File: src/rtl/systolic_result_drain_if.sv
// Result stream from the systolic drain: one accumulator lane per beat, valid/ready handshake.
interface systolic_result_drain_if #(
  parameter int W  = 8,
  parameter int IW = 2
);
  logic [W-1:0]  out_data;
  logic [IW-1:0] out_idx;
  logic          out_valid;
  logic          out_ready;

  modport master (output out_data, output out_idx, output out_valid, input out_ready);
  modport slave  (input out_data, input out_idx, input out_valid, output out_ready);
endinterface

File: src/rtl/systolic_result_drain.sv
// Snapshots N accumulator lanes on done and streams them out one per beat (lane 0 valid the cycle after done, stalls hold on !out_ready).
// DRAIN_AUTOCLEAR_EN adds a CLR state that pulses acc_clear once after the last beat.
module systolic_result_drain #(
  parameter int N = 4,
  parameter int W = 8
) (
  input  logic                     clk,
  input  logic                     clear,
  input  logic                     done,
  input  logic [N*W-1:0]           acc_bus,
  systolic_result_drain_if.master  out,
  output logic                     acc_clear,
  output logic                     busy,
  output logic                     overrun
);
  localparam int IW = (N > 1) ? $clog2(N) : 1;

  localparam logic [1:0] IDLE = 2'd0;
  localparam logic [1:0] SEND = 2'd1;
`ifdef DRAIN_AUTOCLEAR_EN
  localparam logic [1:0] CLR  = 2'd2;
  logic                  clr_q;
`endif

  logic [1:0]    state;
  logic [IW-1:0] idx;
  logic [IW-1:0] idx_nxt;
  logic [W-1:0]  snap [N];
  logic [W-1:0]  data_q;
  logic          vld_q;
  logic          ovr_q;
  logic          beat;
  logic          last;

  assign beat    = vld_q && out.out_ready;
  assign last    = (idx == IW'(N - 1));
  assign idx_nxt = idx + IW'(1);

  always_ff @(posedge clk or posedge clear) begin
    if (clear) begin
      state  <= IDLE;
      idx    <= '0;
      data_q <= '0;
      vld_q  <= 1'b0;
      ovr_q  <= 1'b0;
      for (int k = 0; k < N; k++) snap[k] <= '0;
`ifdef DRAIN_AUTOCLEAR_EN
      clr_q  <= 1'b0;
`endif
    end else begin
`ifdef DRAIN_AUTOCLEAR_EN
      clr_q <= 1'b0;
`endif
      // A done that cannot be honoured leaves the drain untouched but is remembered.
      if (done && (state != IDLE)) ovr_q <= 1'b1;

      case (state)
        IDLE: begin
          if (done) begin
            for (int k = 0; k < N; k++) snap[k] <= acc_bus[k*W +: W];
            idx    <= '0;
            data_q <= acc_bus[W-1:0];
            vld_q  <= 1'b1;
            state  <= SEND;
          end
        end
        SEND: begin
          if (beat) begin
            if (!last) begin
              idx    <= idx_nxt;
              data_q <= snap[idx_nxt];
            end else begin
              vld_q <= 1'b0;
`ifdef DRAIN_AUTOCLEAR_EN
              clr_q <= 1'b1;
              state <= CLR;
`else
              state <= IDLE;
`endif
            end
          end
        end
`ifdef DRAIN_AUTOCLEAR_EN
        CLR: state <= IDLE;
`endif
        default: state <= IDLE;
      endcase
    end
  end

  assign out.out_data  = data_q;
  assign out.out_idx   = idx;
  assign out.out_valid = vld_q;
  assign busy          = (state != IDLE);
  assign overrun       = ovr_q;
`ifdef DRAIN_AUTOCLEAR_EN
  assign acc_clear     = clr_q;
`else
  assign acc_clear     = 1'b0;
`endif
endmodule
File: src/flat_wrapper.sv
// flat-port wrapper written by rule: the top's interface ports become plain ports
module systolic_result_drain_flat 
#(
  parameter int N = 4,
  parameter int W = 8
)
  (clk, clear, done, acc_bus, acc_clear, busy, overrun, out_out_data, out_out_idx, out_out_valid, out_out_ready);
  systolic_result_drain_if #(.W(W)) out_i ();
  input  logic clk;
  input  logic clear;
  input  logic done;
  input  logic [N*W-1:0] acc_bus;
  output logic acc_clear;
  output logic busy;
  output logic overrun;
  output wire logic [$bits(out_i.out_data)-1:0] out_out_data;
  output wire logic [$bits(out_i.out_idx)-1:0] out_out_idx;
  output wire logic [$bits(out_i.out_valid)-1:0] out_out_valid;
  input wire logic [$bits(out_i.out_ready)-1:0] out_out_ready;
  assign out_out_data = out_i.out_data;
  assign out_out_idx = out_i.out_idx;
  assign out_out_valid = out_i.out_valid;
  assign out_i.out_ready = out_out_ready;
  systolic_result_drain #(.N(N), .W(W)) u_core (.clk(clk), .clear(clear), .done(done), .acc_bus(acc_bus), .out(out_i), .acc_clear(acc_clear), .busy(busy), .overrun(overrun));
endmodule
File: config.mk
export PLATFORM = sky130hd
export DESIGN_NAME = systolic_result_drain_flat
export DESIGN_NICKNAME = d
export VERILOG_FILES = /design/src/rtl/systolic_result_drain_if.sv /design/src/rtl/systolic_result_drain.sv /design/src/flat_wrapper.sv
export SDC_FILE = /design/constraint.sdc
export NUM_CORES = 1
export LEC_CHECK = 0
export CAP_MARGIN = 10
export CORE_ASPECT_RATIO = 2
export CORE_MARGIN = 3
export CORE_UTILIZATION = 38
export DETAILED_ROUTE_END_ITERATION = 7
export HOLD_SLACK_MARGIN = 0.1
export MAX_ROUTING_LAYER = met4
export PLACE_DENSITY = 0.75
export REMOVE_ABC_BUFFERS = 1
export SLEW_MARGIN = 20
export SYNTH_ARGS = -nofsm -noshare
export SYNTH_HDL_FRONTEND = slang
export SYNTH_SLANG_ARGS = --single-unit
File: constraint.sdc
create_clock -name clk -period 1.6 [get_ports clk]
set_input_delay 0.16 -clock clk [delete_from_list [all_inputs] [get_ports clk]]
set_output_delay 0.16 -clock clk [all_outputs]
set_load 0.01 [all_outputs]
Word level (Yosys, flattened, before mapping)
Cells that the tools add are included.
Storage, ports and cells
  output and inout port bits: 14
  logic and storage cells: 46
  input bits: 36
  bits in registers: 46
Operators by class
  equal/unequal tests: 6
  add/sub/neg operators: 1
  reduce and logical (&&, ||, !) cells: 9
  order comparisons: 1
  muxes and demuxes: 19
  bitwise gates (word level): 1
Operators by type and width (count)
  2-to-1 mux 8 bit: 5
  binary-select mux 8 bit (select 2 bit): 1
  case mux 8 bit (2 select lines): 1
  2-to-1 mux 2 bit: 6
  case mux 2 bit (2 select lines): 2
  AND reduction 4 bit: 2
  != test 2 x 1 -> 1 bit (second input constant): 2
  != test 2 bit (second input constant): 2
  nonzero test 2 bit: 2
  greater-or-equal comparator 3 bit (second input constant): 1
  2-to-1 mux 1 bit: 3
  inverter 2 -> 3 bit: 1
  AND reduction 3 bit: 1
  adder 2 x 1 -> 2 bit (second input constant): 1
  == test 2 x 1 -> 1 bit (second input constant): 1
  == test 2 bit (second input constant): 1
  logical AND 1 bit: 2
  zero test 2 bit: 1
  case mux 1 bit (2 select lines): 1
  AND reduction 2 bit: 1

Depth between registers and ports, before layout
Gate-level depths: netlist of run 1.
  word-level depth: 8
  depth in mapped cells: 6
  mapped depth without buffers: 4

Worst setup path before layout of run 1
OpenSTA, ideal clock, no wires.
  path kind: register -> register
  start: reg u_core.idx[0], in the netlist u_core.out.out_idx[0]
  end: reg u_core.data_q[7], in the netlist u_core.out.out_data[7]
  arrival time: 1583 ps
  cell stages (with the launch flop): 7
  required time: 1470 ps
  period minus slack after synthesis: 1713 ps
  path buffers: 2
  slack: -113 ps
  setup time: 130 ps
  path through: dfrtp_1 -> ha_1 -> buf_2 -> buf_4 -> mux4_2 -> nand2_1 -> o211ai_1
On the way
  longest elaborated chain between the ends: 8
  elaborated cells between the ends (all ways): 11
  those cells by class: add/sub (1); eq/ne (2); mux (6); bitwise (1); reduce/logical (1)
Ends and longest elaborated chain
  start: declaration: line systolic_result_drain.sv:26  | logic [IW-1:0] idx;
  start signal: assignment: line systolic_result_drain.sv:70  | idx <= idx_nxt;
  adder 2 x 1 -> 2 bit: line systolic_result_drain.sv:37  | assign idx_nxt = idx + IW'(1);
  inverter 2 -> 3 bit (implied by the code): line systolic_result_drain.sv:71  | data_q <= snap[idx_nxt];
  binary-select mux 8 bit (select 2 bit): line systolic_result_drain.sv:71
  2-to-1 mux 8 bit (implied by the code) (2 in a row): line systolic_result_drain.sv:71
  2-to-1 mux 8 bit: line systolic_result_drain.sv:69  | if (!last) begin
  2-to-1 mux 8 bit: line systolic_result_drain.sv:68  | if (beat) begin
  case mux 8 bit (2 select lines): line systolic_result_drain.sv:57  | case (state)
  end signal: assignment: line systolic_result_drain.sv:62  | data_q <= acc_bus[W-1:0];
  end signal: assignment: line systolic_result_drain.sv:71
  end: declaration: line systolic_result_drain.sv:29  | logic [W-1:0] data_q;
Parallel ways exist; a longest one is shown, timed or not. The select of a mux whose other input is x is not followed.
A chain may end at the register's enable or synchronous reset.

Worst setup path in the final report of run 1
  start: reg u_core.idx[1], in the netlist u_core.out.out_idx[1]
  end: reg u_core.data_q[5], in the netlist u_core.out.out_data[5]
Same word-level chain as after synthesis.

==> results of run 1 <==
[critical path, stage by stage, from the launching register on]
cell and delay [ns]:
dfrtp_1 0.41, ha_1 0.32, buf_6 0.17, mux2i_1 0.23
o22ai_1 0.09, o22a_1 0.19
[how the worst max path moves through the flow]
| stage | to | start | depth (start not counted) | slack (ns) |
|---|---|---|---|---|
| 3_3_place_gp | u_core.snap[20] | done | 4 | 0.05 |
| 6_report | u_core.out.out_data[5] | u_core.out.out_idx[1] | 5 | 0.08 |
| 4_1_cts | u_core.out.out_data[5] | u_core.out.out_idx[1] | 5 | 0.04 |
| 3_5_place_dp | u_core.snap[5] | done | 4 | 0.03 |
| 5_1_grt | u_core.out.out_data[1] | u_core.out.out_idx[1] | 5 | 0.008 |
| 2_1_floorplan | u_core.out.out_idx[1] | u_core.state[0] | 3 | -1.39 |
[state kept, by name (all words and copies together), names as in the netlist]
register             count
u_core.out.out_idx       2
u_core.out.out_data      8
u_core.snap             32
u_core.state             1
u_core.overrun           1
[where the power goes]
part | switching, W | internal [W] | total [W] | leakage [nW]
combinational | 0.00109 | 0.00156 | 0.00265 | 0.596
sequential | 0.000324 | 0.00168 | 0.00200 | 0.516
clock | 0.000335 | 0.000297 | 0.000632 | 0.0410
total | 0.00175 | 0.00353 | 0.00529 | 1.15
[area by class of cell]
class	count	area (sq um)	area share (%)
Clock buffer	6	72.6	2.73
Multi-Input combinational cell	85	779	29.3
Clock inverter	1	5.00	0.188
Tap cell	57	71.3	2.68
Timing Repair Buffer	57	589	22.2
Inverter	11	41.3	1.55
Sequential cell	44	1100	41.4
[cells by family after synthesis]
| family | Yosys count | share of synthesized area (%) |
|---|---|---|
| fa+ha+maj | 1 | 0.628 |
| flops | 44 | 55.3 |
| other cells | 1 | 0.188 |
| simple gates | 10 | 2.51 |
| buf+inv | 24 | 6.16 |
| mux | 47 | 26.2 |
| compound gates | 26 | 9.05 |
[metal layers]
layer / vias up / wire, um / part of all wire [%] / GRT usage, %
met5: - / 0 / 0 / -
met4: 0 / 79 / 2.0 / 6.47
met3: 5 / 154 / 3.9 / 2.75
met2: 30 / 2170 / 54 / 23.6
met1: 656 / 1580 / 40 / 16.5
li1: 641 / - / - / -
[stage by stage]
| stage | area [sq um] | setup WS [ns] |
|---|---|---|
| after floorplan | 1910 | -1.39 |
| after global placement | 2570 | 0.0509 |
| after detailed placement | 2570 | 0.0315 |
| after CTS | 2650 | 0.0433 |
| after global routing | 2660 | 0.00773 |
| final | 2660 | 0.0760 |
[cells in the final DEF, fill, tap and decap left out, types with 2 or more instances in the layout]
| cell | count |
|---|---|
| dfrtp_1 | 44 |
| inv_1 | 10 |
| nand2_1 | 4 |
| o22a_1 | 7 |
| buf_4 | 5 |
| nor2_1 | 2 |
| clkbuf_8 | 5 |
| buf_12 | 3 |
| clkdlybuf4s50_1 | 48 |
| mux2_2 | 31 |
| o22ai_1 | 14 |
| mux2i_1 | 14 |
==> metrics.md, run 1 <==
| Metric | Value |
|---|---|
| Status | `complete, no violations` |
| Clock Skew | `0.00471 ns` |
| Layout fillers | `449` |
| Count leader, synth | `dfrtp_1` |
| Post-layout nets | `241` |
| Syn. warnings | `0` |
| Post-synth EDFFs | `0` |
| Initial DRC Count | `17` |
| Gr usage total | `14.2%` |
| Gates resized, CTS repair | `0` |
| Final hold violation count | `0` |
| Critical path endpoint category | `register` |
| Primary FF master, synth | `dfrtp_1` |
| Core ar. | `~5000 sq um` |
| Fin crit share | `95.2%` |
| Num rows | `36` |
| Layout area overhead | `33.5%` |
| CP Data Required Time | `1.78 ns` |
| DIE AREA | `roughly 6200 sq um` |
| Largest net degree at the start of global routing | `29` |
| Reg2reg end | `u_core.out.out_data[5]` |
| Routed wire length | `3990 um` |
| Reg-to-Reg Start | `u_core.out.out_idx[1]` |
| Via density | `5.10` |
| Minimum clock period | `1.52 ns` |
| Mapped Cells | `153` |
| Drt drc | `0` |
| Initial Util | `40.2%` |
| R2R depth | `5` |
| CTS Buffer Depth | `2` |
| CTS H-tree lvls | `2` |
| DP Cell Count | `254` |
| Most frequent cells after synthesis | `dfrtp_1, mux2_2, mux2i_1, o22ai_1, inv_1` |
| Cell Area, Synth | `1990 sq um` |
| Critical path type | `register to register` |
| Area leader, netlist | `dfrtp_1` |
| Vias in the first global route | `1398` |
| IO buf count | `48` |
| Routed vias | `between 1000 and 1500` |
| Arrival time at the worst endpoint | `1.70 ns` |
| Power, Total | `~0.0053 W` |
| First-pass GRT wire length | `6570 um` |
| Area share of the largest cell type after synthesis | `55.3%` |
| CTS tree | `built` |
| Share of cells above drive strength 1 | `between 20% and 30%` |
| Clock sinks | `44` |
| Num ports | `50` |
| Crit start category | `register` |
| Hold buffer count at cts | `0` |
| Clock Latency Late Sink | `0.29 ns` |
| Gp weighted congestion | `0.742` |
| Synth area leaders | `dfrtp_1, mux2_2, mux2i_1` |
| Post-CTS Setup Inserts | `0` |
| Chip Width | `57.2 um` |
| F_max | `656 MHz` |
| Hpwl dp | `3030 um` |
| RSZ-0062 raised after global routing | `false` |
| Num CTS Buffers | `5` |
| Core Util, Final | `about 54%` |
| Clock transition at path regs | `0.07 ns` |
| Root buffer cell | `clkbuf_8` |
| Grt ovf | `0` |
| Reg2Reg Setup Slack | `approximately 0.076 ns` |
| Power per cell area | `1990 nW/um^2` |
| Fin Hold WS | `0.162 ns` |
| Flops & latches, synth | `44` |
| Final Max Slew Viols | `0` |
| Ys async rst share | `100%` |
| Maxcap violations | `0` |
| TNS Setup | `0 ns` |
| Sequential share of the synthesized area | `a little under three fifths` |
| Drt pass-1 iters | `3` |
| Post-DRT Antenna Nets | `0` |
| Synth unique cells | `24` |
| Non-Filler Instances | `261` |
| # setup viols final | `0` |
| Die Span Y | `roughly 110 um` |
| Worst vdd ir | `1.51 mV` |
| Hold Path Class | `input pin to async pin` |
| Static leakage | `about 1.2 nW` |
| Initial antenna violation count | `0` |
| Wirelength per Cell | `about 15 um` |
| # diodes | `0` |
| Maximum fanout along the worst path | `9` |
| Avg Inst Size Synth | `13.0 sq um` |
Power figures use the tool's default switching activity.
==> inputs of run 2 (changes only) <==
--- a/config.mk
+++ b/config.mk
@@ -6,13 +6,12 @@
 export NUM_CORES = 1
 export LEC_CHECK = 0
 export CAP_MARGIN = 10
-export CORE_ASPECT_RATIO = 2
 export CORE_MARGIN = 3
 export CORE_UTILIZATION = 38
 export DETAILED_ROUTE_END_ITERATION = 7
 export HOLD_SLACK_MARGIN = 0.1
 export MAX_ROUTING_LAYER = met4
-export PLACE_DENSITY = 0.75
+export PLACE_DENSITY = 0.72
 export REMOVE_ABC_BUFFERS = 1
 export SLEW_MARGIN = 20
 export SYNTH_ARGS = -nofsm -noshare
==> constraint.sdc (replaced) <==
create_clock -name clk -period 1.7 [get_ports clk]
set_input_delay 0.17 -clock clk [delete_from_list [all_inputs] [get_ports clk]]
set_output_delay 0.17 -clock clk [all_outputs]
set_load 0.01 [all_outputs]
==> run 2 against run 1 <==
Effect of this change: clock power grew 4.4%; fmax fell by 1.8%; first-iteration DRC count rose to 4.0 times the previous value; flip-flop and latch count unchanged; routed wire length decreased by 1.2%; final cell count is 4.2% higher; register-to-register slack improved by 0.07 ns; critical path depth unchanged; critical path type unchanged; largest cell class unchanged; largest power group unchanged.
==> metrics.md, run 2 (synthesis gave the netlist of run 1 again) <==
| Metric | Value |
|---|---|
| Status | `complete, no violations` |
| Wirelength per Cell | `about 14 um` |
| Clock Skew | `0.00847 ns` |
| Critical path endpoint category | `register` |
| Layout area overhead | `34.4%` |
| Post-layout nets | `~240` |
| Gp weighted congestion | `0.776` |
| CTS tree | `built` |
| Maxcap violations | `0` |
| Layout fillers | `between 400 and 500` |
| Final hold violation count | `0` |
| Routed vias | `1339` |
| Register area | `around 1100 sq um` |
| Gates resized, CTS repair | `0` |
| Hpwl dp | `2990 um` |
| Clock Latency Late Sink | `0.29 ns` |
| Power per cell area | `1860 nW/um^2` |
| Initial DRC Count | `68` |
| Power, Total | `0.00499 W` |
| Hold Path Class | `input pin to async pin` |
| Final non-filler cell area | `roughly 2700 sq um` |
| Chip Width | `a little under 80 um` |
| Num CTS Buffers | `5` |
| Hold buffer count at cts | `0` |
| Rel. slew slack | `64.5%` |
| CTS H-tree lvls | `2` |
| Clock transition at path regs | `0.08 ns` |
| IO buf count | `48` |
| Arrival time at the worst endpoint | `between 1.5 and 2 ns` |
| DP Cell Count | `264` |
| First-pass GRT wire length | `roughly 6800 um` |
| Post-DRT Antenna Nets | `0` |
| DIE AREA | `6150 sq um` |
| Core ar. | `around 4900 sq um` |
| Clock sinks | `between 40 and 50` |
| Routed wire length | `3940 um` |
| Core Util, Final | `roughly 55%` |
| Via density | `~4.9` |
| Placed cell areas | `roughly 2600 sq um` |
| Final Max Slew Viols | `0` |
| # diodes | `0` |
| Non-Filler Instances | `272` |
| Drt drc | `0` |
| Worst vdd ir | `0.818 mV` |
| Most common cell after layout, fill and taps aside | `clkdlybuf4s50_1` |
| Post-CTS Setup Inserts | `0` |
| Largest register FFs | `32` |
| Fin crit share | `91.3%` |
| RSZ-0062 raised after global routing | `false` |
| Initial Util | `40.8%` |
| Maximum fanout along the worst path | `8` |
| Share of cells above drive strength 1 | `about a quarter` |
| Crit start category | `register` |
| Biggest register | `u_core.snap` |
| Critical path type | `register to register` |
| Die Span Y | `78.4 um` |
| Minimum clock period | `1.55 ns` |
| CTS Buffer Depth | `2` |
| Slew @ Worst Pin | `0.529 ns` |
| Initial antenna violation count | `0` |
| Commonest cells after routing, fill and taps aside | `clkdlybuf4s50_1, dfrtp_1, mux2_2` |
| Vias in the first global route | `1453` |
| Num ports | `50` |
| Drt pass-1 iters | `4` |
| F_max | `644 MHz` |
| Num rows | `25` |
| Gr usage total | `14.4%` |
| Static leakage | `1.15 nW` |
| # setup viols final | `0` |
| Root buffer cell | `clkbuf_8` |
| Largest net degree at the start of global routing | `23` |
| CP Data Required Time | `1.89 ns` |
| Footprint of the multi-input gates | `~780 sq um` |
| Pre-CTS WS | `0.0803 ns` |
| Grt ovf | `0` |
| PnR worst setup slack | `0.148 ns` |
[run 2: area by class of cell]
class	instances	share of cell area, %
clock buffers	8	3.36
inverters	11	1.54
multi-input cells	85	29.0
flip-flops and latches	44	41.1
well taps	67	3.13
repair buffers	57	21.9
[run 2: per-layer routing]
metal,track usage (%),vias to the layer above,wire length [um]
met3,3.78,9,164
li1,-,647,-
met4,5.07,0,56
met2,21.9,38,1830
met1,18.7,645,1890
met5,-,-,0
[run 2: power by group]
part	internal, W	switching, W
sequential	0.00158	0.000296
clock	0.000332	0.000328
combinational	0.00142	0.00103
[run 2: final timing paths]
kind / startpoint / endpoint / slack, ns / cells after the start
setup reg to reg: u_core.out.out_idx[1] / u_core.out.out_data[3] / 0.15 / 5
hold / removal: clear / u_core.snap[13] / 0.15 / 2
setup / recovery: u_core.out.out_idx[1] / u_core.out.out_data[3] / 0.15 / 5
min in group clk: u_core.overrun / u_core.overrun / 0.47 / 1
hold reg to reg: u_core.overrun / u_core.overrun / 0.47 / 1
max in group asynchronous: clear / u_core.snap[9] / 1.00 / 3
[run 2: per-stage QoR]
| step | hold slack [ns] | setup TNS (ns) |
|---|---|---|
| 2_1_floorplan | 0.276 | -49.67 |
| 4_1_cts | 0.154 | 0 |
| 5_1_grt | 0.205 | 0 |
| 3_3_place_gp | 0.444 | 0 |
| 3_5_place_dp | 0.453 | 0 |
| 6_report | 0.153 | 0 |
[run 2: worst max-delay path, stage by stage (launching register included)]
cell	delay, ns
dfrtp_1	0.42
ha_1	0.30
buf_4	0.19
mux2i_1	0.27
o22ai_1	0.10
o22a_1	0.16
==> inputs of run 3 (changes only) <==
--- a/config.mk
+++ b/config.mk
@@ -7,11 +7,12 @@
 export LEC_CHECK = 0
 export CAP_MARGIN = 10
 export CORE_MARGIN = 3
-export CORE_UTILIZATION = 38
+export CORE_UTILIZATION = 48
 export DETAILED_ROUTE_END_ITERATION = 7
 export HOLD_SLACK_MARGIN = 0.1
 export MAX_ROUTING_LAYER = met4
-export PLACE_DENSITY = 0.72
+export PLACE_DENSITY = 0.86
+export RECOVER_POWER = 100
 export REMOVE_ABC_BUFFERS = 1
 export SLEW_MARGIN = 20
 export SYNTH_ARGS = -nofsm -noshare
==> run 3 against run 2 <==
Effect of this change: clock power decreased by 9.4%; hold slack improved by 0.17 ns; critical path depth decreased by 3; combinational power down 4%; register-to-register slack lost 0.02 ns; flip-flop and latch count unchanged; critical path type is now register to primary output; clock skew fell by 0.0029 ns; design area down 3.2%; die area shrank 19%; core utilization is 13 points higher; power fell by 3.0%; count of clock-buffer cells in the layout decreased by 2.
==> metrics.md, run 3 (synthesis gave the netlist of run 1 again) <==
| Metric | Value |
|---|---|
| IO buf count | `48` |
| Met3 routed wirelength | `roughly 200 um` |
| Chip Width | `70.4 um` |
| Hold Path Class | `input pin to async pin` |
| Via density | `5.47` |
| Critical path endpoint category | `primary output` |
| Static leakage | `1.13 nW` |
| Minimum clock period | `between 1.5 and 2 ns` |
| Post-layout nets | `241` |
| Reg2Reg Setup Slack | `between 0.1 and 0.15 ns` |
| CTS H-tree lvls | `2` |
| Status | `complete, no violations` |
| Layout area overhead | `30.2%` |
| Drt pass-1 iters | `4` |
| F_max | `623 MHz` |
| Gr usage total | `18.4%` |
| Largest net degree at the start of global routing | `24` |
| Wirelength per Cell | `16.3 um` |
| Clock Skew | `0.00555 ns` |
| Pre-CTS WS | `0.0990 ns` |
| Drt drc | `0` |
| Clock Latency Late Sink | `0.29 ns` |
| Hpwl dp | `3180 um` |
| Clock sinks | `44` |
| Final hold violation count | `0` |
| Routed vias | `approximately 1400` |
| Grt ovf | `0` |
| Footprint of the multi-input gates | `~780 sq um` |
| Vias in the first global route | `1459` |
| Met1 Wirelength | `1740 um` |
| R2R depth | `5` |
| Most common cell after layout, fill and taps aside | `dfrtp_1` |
| Clock transition at path regs | `0.08 ns` |
| CTS Buffer Depth | `2` |
| Initial antenna violation count | `0` |
| Register area | `1100 sq um` |
| Critical path type | `register to primary output` |
| Commonest cells after routing, fill and taps aside | `dfrtp_1, clkdlybuf4s50_1, mux2_2` |
| Fin crit share | `about 94%` |
| Num rows | `22` |
| PnR worst setup slack | `~0.094 ns` |
| RSZ-0062 raised after global routing | `false` |
| Top Layer Used | `met4` |
| Die Span Y | `70.4 um` |
| Arrival time at the worst endpoint | `1.44 ns` |
| Reg-to-Reg Start | `u_core.out.out_idx[1]` |
| Biggest register | `u_core.snap` |
| Maximum fanout along the worst path | `6` |
| Num CTS Buffers | `5` |
| Root buffer cell | `clkbuf_8` |
| Crit path from | `u_core.out.out_idx[0]` |
| Num ports | `50` |
| First-pass GRT wire length | `about 7000 um` |
| Power, Total | `0.00484 W` |
| Maxcap violations | `0` |
| DIE AREA | `4960 sq um` |
| Worst vdd ir | `approximately 0.94 mV` |
| Routed wire length | `4100 um` |
| Crit start category | `register` |
| Last element of the critical path | `out_out_idx[0]` |
| Met2 wire len | `2100 um` |
| Rel. slew slack | `59.0%` |
| Power per cell area | `1870 nW/um^2` |
| CTS tree | `built` |
| Core ar. | `3830 sq um` |
| Post-CTS Setup Inserts | `0` |
| Final Max Slew Viols | `0` |
| Gates resized, CTS repair | `0` |
| # setup viols final | `0` |
| Share of cells above drive strength 1 | `23.0%` |
| # diodes | `0` |
| Largest register FFs | `32` |
| Fin Hold WS | `between 0.3 and 0.4 ns` |
| Initial Util | `52.1%` |
| Reg2reg end | `u_core.out.out_data[6]` |
| Hold buffer count at cts | `0` |
| Post-DRT Antenna Nets | `0` |
| Non-Filler Instances | `between 200 and 300` |
| Layout fillers | `273` |
| CP Data Required Time | `1.53 ns` |
| Slew @ Worst Pin | `0.611 ns` |
| Initial DRC Count | `95` |
| DP Cell Count | `245` |
| Gp weighted congestion | `roughly 0.81` |
[run 3: changes by cell type in the layout (fill, tap and decap cells not counted)]
cell and change:
buf_12 -3, buf_4 -3, clkbuf_2 +3, clkbuf_4 +2, clkbuf_8 -1, clkdlybuf4s50_1 -12
clkinv_2 +1, dlygate4sd3_1 +12
[run 3: final cells by class]
class                      count  share of cell area [%]
clock buffer                   6                    2.80
clock inverter                 1                   0.193
inverter                      11                    1.59
multi-input combinational     85                    29.9
sequential                    44                    42.5
tap                           48                    2.32
timing repair buffer          57                    20.7
[run 3: how the worst min path moves through the flow]
stage	endpoint	slack, ns
floorplan	u_core.state[0]	0.28
global placement	u_core.overrun	0.44
detailed placement	u_core.overrun	0.44
CTS	u_core.snap[0]	0.21
global route	u_core.snap[0]	0.36
finish	u_core.snap[0]	0.32
[run 3: per-layer routing]
layer	GRT usage [%]	vias up
li1	-	646
met1	21.6	688
met2	31.0	37
met3	4.75	7
met4	5.74	0
met5	-	-
[run 3: through the flow]
step,utilization [%],instance area (sq um),TNS (ns)
2_1_floorplan,-,1910,-49.67
3_3_place_gp,66.7,2550,0
3_5_place_dp,66.7,2550,0
4_1_cts,68.7,2630,0
5_1_grt,67.8,2590,0
6_report,67.8,2590,0
[run 3: where the power goes]
part / switching, W / leakage [nW] / total (W) / internal (W)
Combinational: 0.00103 / 0.576 / 0.00235 / 0.00132
Clock: 0.000319 / 0.0410 / 0.000598 / 0.000279
Sequential: 0.000307 / 0.516 / 0.00189 / 0.00158
[run 3: critical path, cell delays in order (launching register included)]
cell	delay, ns
dfrtp_1	0.38
buf_4	0.16
dlygate4sd3_1	0.61
